$ cat src/rtl/pipe_queue_if.sv
`default_nettype none
// ----------------------------------------------------------------------------
// Module   : pipe_queue_if
// Purpose  : Handshake and status bundle between a producer/consumer
//            environment (master) and the pipe_queue storage (slave).
// Revision : 1.0 - initial release
// ----------------------------------------------------------------------------
interface pipe_queue_if #(
  parameter int WIDTH = 64,
  parameter int DEPTH = 4
);
  localparam int c_cw = $clog2(DEPTH + 1);

  logic             all_ready;
  logic             flush;
  logic             in_valid;
  logic [WIDTH-1:0] in_data;
  logic             in_ready;
  logic             out_valid;
  logic [WIDTH-1:0] out_data;
  logic             out_ready;
  logic [c_cw-1:0]  count;
  logic [31:0]      drop_cnt;

  // Environment side: offers data, consumes head, controls advance/flush
  modport master (
    output all_ready, flush, in_valid, in_data, out_ready,
    input  in_ready, out_valid, out_data, count, drop_cnt
  );

  // Queue side
  modport slave (
    input  all_ready, flush, in_valid, in_data, out_ready,
    output in_ready, out_valid, out_data, count, drop_cnt
  );
endinterface
`default_nettype wire

$ cat src/rtl/pipe_queue.sv
`default_nettype none
// ----------------------------------------------------------------------------
// Module   : pipe_queue
// Purpose  : Circular-buffer FIFO with global advance enable, flush with a
//            saturating discard counter, and optional accept-when-full-on-pop.
// Revision : 1.0 - initial release
// ----------------------------------------------------------------------------
module pipe_queue #(
  parameter int WIDTH    = 64,
  parameter int DEPTH    = 4,
  parameter bit FULL_POP = 1'b0
) (
  input  wire logic    clk,
  input  wire logic    reset,
  pipe_queue_if.slave  bus
);
  localparam int c_aw = (DEPTH > 1) ? $clog2(DEPTH) : 1;
  localparam int c_cw = $clog2(DEPTH + 1);
  localparam logic [c_cw-1:0] c_full = c_cw'(DEPTH);

  logic [WIDTH-1:0] r_mem [DEPTH];
  logic [c_aw-1:0]  r_wptr;
  logic [c_aw-1:0]  r_rptr;
  logic [c_cw-1:0]  r_count;
  logic [31:0]      r_drop;

  logic             w_not_full;
  logic             w_in_ready;
  logic             w_out_valid;
  logic             w_push;
  logic             w_pop;
  logic             w_flush;
  logic [32:0]      w_drop_sum;

  assign w_not_full  = (r_count < c_full);
  assign w_out_valid = (r_count != '0);

  // FULL_POP lets a full queue accept when the consumer is taking the head
  generate
    if (FULL_POP) begin : g_full_pop
      assign w_in_ready = w_not_full | bus.out_ready;
    end else begin : g_no_full_pop
      assign w_in_ready = w_not_full;
    end
  endgenerate

  // Flush suppresses any push/pop in the same advance cycle
  assign w_flush = bus.flush & bus.all_ready;
  assign w_push  = bus.in_valid & w_in_ready & bus.all_ready & ~bus.flush;
  assign w_pop   = w_out_valid & bus.out_ready & bus.all_ready & ~bus.flush;

  assign w_drop_sum = {1'b0, r_drop} + 33'(r_count);

  // Pointers, occupancy and discard counter
  always_ff @(posedge clk) begin
    if (reset) begin
      r_wptr  <= '0;
      r_rptr  <= '0;
      r_count <= '0;
      r_drop  <= '0;
    end else if (w_flush) begin
      r_wptr  <= '0;
      r_rptr  <= '0;
      r_count <= '0;
      r_drop  <= w_drop_sum[32] ? 32'hFFFF_FFFF : w_drop_sum[31:0];
    end else begin
      if (w_push) begin
        r_wptr <= r_wptr + c_aw'(1);
      end
      if (w_pop) begin
        r_rptr <= r_rptr + c_aw'(1);
      end
      case ({w_push, w_pop})
        2'b10:   r_count <= r_count + c_cw'(1);
        2'b01:   r_count <= r_count - c_cw'(1);
        default: r_count <= r_count;
      endcase
    end
  end

  // Payload storage; stale contents are hidden by the empty mask on out_data
  always_ff @(posedge clk) begin
    if (w_push) begin
      r_mem[r_wptr] <= bus.in_data;
    end
  end

  assign bus.in_ready  = w_in_ready;
  assign bus.out_valid = w_out_valid;
  assign bus.out_data  = w_out_valid ? r_mem[r_rptr] : '0;
  assign bus.count     = r_count;
  assign bus.drop_cnt  = r_drop;

endmodule
`default_nettype wire

$ cat src/flat_wrapper.sv
// flat-port wrapper written by rule: the top's interface ports become plain ports
module pipe_queue_flat 
#(
  parameter int WIDTH    = 64,
  parameter int DEPTH    = 4,
  parameter bit FULL_POP = 1'b0
)
  (clk, reset, bus_all_ready, bus_flush, bus_in_valid, bus_in_data, bus_out_ready, bus_in_ready, bus_out_valid, bus_out_data, bus_count, bus_drop_cnt);
  pipe_queue_if #(.WIDTH(WIDTH), .DEPTH(DEPTH)) bus_i ();
  input  wire logic clk;
  input  wire logic reset;
  input wire logic [$bits(bus_i.all_ready)-1:0] bus_all_ready;
  input wire logic [$bits(bus_i.flush)-1:0] bus_flush;
  input wire logic [$bits(bus_i.in_valid)-1:0] bus_in_valid;
  input wire logic [$bits(bus_i.in_data)-1:0] bus_in_data;
  input wire logic [$bits(bus_i.out_ready)-1:0] bus_out_ready;
  output wire logic [$bits(bus_i.in_ready)-1:0] bus_in_ready;
  output wire logic [$bits(bus_i.out_valid)-1:0] bus_out_valid;
  output wire logic [$bits(bus_i.out_data)-1:0] bus_out_data;
  output wire logic [$bits(bus_i.count)-1:0] bus_count;
  output wire logic [$bits(bus_i.drop_cnt)-1:0] bus_drop_cnt;
  assign bus_i.all_ready = bus_all_ready;
  assign bus_i.flush = bus_flush;
  assign bus_i.in_valid = bus_in_valid;
  assign bus_i.in_data = bus_in_data;
  assign bus_i.out_ready = bus_out_ready;
  assign bus_in_ready = bus_i.in_ready;
  assign bus_out_valid = bus_i.out_valid;
  assign bus_out_data = bus_i.out_data;
  assign bus_count = bus_i.count;
  assign bus_drop_cnt = bus_i.drop_cnt;
  pipe_queue #(.WIDTH(WIDTH), .DEPTH(DEPTH), .FULL_POP(FULL_POP)) u_core (.clk(clk), .reset(reset), .bus(bus_i));
endmodule
$ cat config.mk
export PLATFORM = sky130hd
export DESIGN_NAME = pipe_queue_flat
export DESIGN_NICKNAME = d
export VERILOG_FILES = /design/src/rtl/pipe_queue_if.sv /design/src/rtl/pipe_queue.sv /design/src/flat_wrapper.sv
export SDC_FILE = /design/constraint.sdc
export NUM_CORES = 1
export LEC_CHECK = 0
export ABC_AREA = 1
export CORE_UTILIZATION = 30
export CTS_BUF_LIST = sky130_fd_sc_hd__clkbuf_8 sky130_fd_sc_hd__clkbuf_16
export DETAILED_ROUTE_END_ITERATION = 10
export PLACE_DENSITY = 0.59
export SLEW_MARGIN = 20
export SYNTH_ARGS = -nofsm -noshare
export SYNTH_HDL_FRONTEND = slang
export SYNTH_SLANG_ARGS = --single-unit
$ cat constraint.sdc
create_clock -name clk -period 9 [get_ports clk]
set_clock_uncertainty 0.2 [all_clocks]
set_input_delay 0.9 -clock clk [delete_from_list [all_inputs] [get_ports clk]]
set_output_delay 0.9 -clock clk [all_outputs]
set_load 0.02 [all_outputs]
==> metrics.txt <==
status=finished clean; Power Total=2790 uW; WL per Instance=16.5 um; hold depth=2; number of buffers created by CTS=31; Comb power frac=between 4 and 5%; YS warnings=0; final setup vio count=0; largest net degree at the start of global routing=between 100 and 150; hold_buf cts=0; CTS H-tree lvls=1; Die ar.=42100 um^2; internal power=about 2200 uW; critical-path maximum fanout=90; worst-skew pair later-pin latency=~0.56 ns; synthesized area per cell=~11 um^2; Switching Fraction=between 20% and 30%; Root Buffer=clkbuf_16; most frequent cells after synthesis=nor2_1, edfxtp_1, o21ai_0; Post-synth EDFFs=around 260; Starting Density=slightly above 30%; sequential share of power=54.2%; share of layout cells above drive strength 1=6.78%; crit path DAT=3.36 ns; count leader, synth=nor2_1; M1 wire length=between 10000 and 15000 um; vias=8516; die width=between 200 and 250 um; Num Clock Sinks=297; DR vias/cell=4.62; die height=205 um; Post-CTS Resized=0; final setup TNS=0 ns; post-synth cell types=34; port buffer count=170; routed wl met2=14300 um; RR Endpoint=u_core.r_mem[1][59]; #FFs+latches synth=297; Final ANT Viol Nets=0; Area Growth Syn to Fin=25.5%; number of global-route vias before repair=around 8400; hold_sp=u_core.r_rptr[1]; cells after synthesis=around 1100; maxcap violations=0; Least-Margin Pin Slew=about 0.94 ns; synthesized area=roughly 12000 um^2; GPL Wtd Cong=around 0.83; All-Layer GR Usage=between 10% and 20%; FF-to-FF setup slack=between 5 and 6 ns; post-synth top area share=between 60 and 70%; Hold Crit Class=reg -> reg; DR top layer=met5; io pins=~170; top_reg_cell synth=edfxtp_1; Worst R2R Start=u_core.bus.count[2]; maximum vdd drop=about 150 uV; num rows=74; Starting DRT DRC Count=between 400 and 500; Core ar.=just over 40000 um^2; net switching power=between 500 and 600 uW; final hold violations=0; global route total overflow=0; RSZ-0062 raised after global routing=no; largest cells by area after synthesis=edfxtp_1, nor2_1, dfxtp_1, o21ai_0, a21oi_1; max-slew violation count=0; Fmax=around 0.22 GHz; Nets=roughly 1400; Critical Path RT=7.90 ns; Final Cycle Share=between 40% and 50%; initial antenna violation count=2; Bufs on Longest Clock Path=3; Clock power frac=about two fifths; post-CTS setup repair buffer count=0; final wirelength=just over 30000 um; Max-Slew Margin vs Limit=37.1%; first-pass GRT wire length=between 40000 and 50000 um; r2r worst-path depth=4; fill cell count=3901; area leader, netlist=edfxtp_1; syn_nets=between 1000 and 1500; Final Critical Period=4.46 ns; Cell Pwr Density=roughly 180 nW/um^2; met3 WL=just under 2000 um; Async SR Flop Fraction=0%; Worst setup SP type=flip-flop; DP Wirelength=18200 um; number of detailed-route iterations in the first pass=6; CTS tree=built; post-route DRC violation count=0; critical path class=reg -> out; Worst-path clk slew=~0.06 ns; register area share after synthesis=between 60% and 70%; Worst Setup End Kind=primary output; Lkg Pwr=roughly 0.0053 uW
worst max path at each step:
stage                        from                  end  slack (ns)  cells past startpoint
CTS                     flip-flop     bus_out_data[50]        4.47                      5
global route            flip-flop      bus_out_data[4]        4.23                      6
finish                  flip-flop     bus_out_data[31]        4.54                      6
floorplan               bus_flush   u_core.r_mem[0][0]        4.37                      3
global placement        bus_flush  u_core.r_mem[2][40]        4.92                      5
detailed placement  bus_all_ready  u_core.r_mem[1][49]        4.90                      4
state kept, by name, summed over array words and instances, names as in the netlist, named ones only:
name,cells
u_core.r_mem,256
u_core.bus.drop_cnt,32
u_core.bus.count,3
u_core.r_rptr,2
u_core.r_wptr,2
cells in the final DEF, fill, tap and decap left out, types with 9 or more instances in the layout:
master / n
a21oi_1: 76
clkdlybuf4s50_1: 170
nand4_1: 9
o21ai_0: 134
inv_1: 68
edfxtp_1: 256
dfxtp_1: 39
nand2_1: 95
clkbuf_16: 31
nor2_1: 295
nand3_1: 30
routing by layer:
layer	GRT usage, %	up-vias
li1	-	4200
met1	19.0	4071
met2	23.9	202
met3	3.33	39
met4	2.96	4
met5	0	-
cell type report:
| type | count | area [um^2] | share of cell area [%] |
|---|---|---|---|
| well taps | 532 | 666 | 4.28 |
| flip-flops and latches | 297 | 8510 | 54.7 |
| diodes | 1 | 2.50 | 0.0161 |
| repair buffers | 179 | 1770 | 11.4 |
| inverters | 66 | 249 | 1.60 |
| multi-input cells | 716 | 3430 | 22.0 |
| clock inverters | 23 | 146 | 0.941 |
| clock buffers | 31 | 776 | 4.99 |
worst max-delay path, cell delays in order (launching register included):
cell             delay [ns]
dfxtp_4                0.62
buf_4                  0.81
nor2_1                 0.12
nor2_1                 0.13
o21ai_0                0.11
a21oi_1                0.31
clkdlybuf4s50_1        0.67
per-stage QoR:
step | hold slack [ns] | setup WS, ns | cell area (um^2) | instances | util (%)
final | 0.267 | 4.54 | 15600 | 1845 | 38.1
after global routing | 0.308 | 4.23 | 15500 | 1844 | 38.1
after CTS | 0.268 | 4.47 | 15500 | 1844 | 38.1
after detailed placement | 0.258 | 4.90 | 14600 | 1790 | 35.8
after global placement | 0.251 | 4.92 | 14600 | 1790 | 35.8
after floorplan | 0.233 | 4.37 | 12400 | 1133 | -
kinds of logic after synthesis:
kind of cell / count (synthesis) / share of synthesized area (%)
AO/OA/AOI/OAI: 227 / 9.42
XOR/XNOR: 9 / 0.636
adder cells (fa/ha/maj): 10 / 1.13
buffers and inverters: 120 / 3.97
flip-flops: 297 / 68.7
AND/OR/NAND/NOR: 470 / 16.2
power by group through the flow:
stage	clock [uW]	combinational, uW	sequential, uW
2_1_floorplan	0	43.3	1540
3_3_place_gp	0	117	1540
3_5_place_dp	0	119	1540
4_1_cts	1200	120	1510
5_1_grt	1250	129	1510
6_report	1160	117	1510
(Power assumes the default switching activity.)
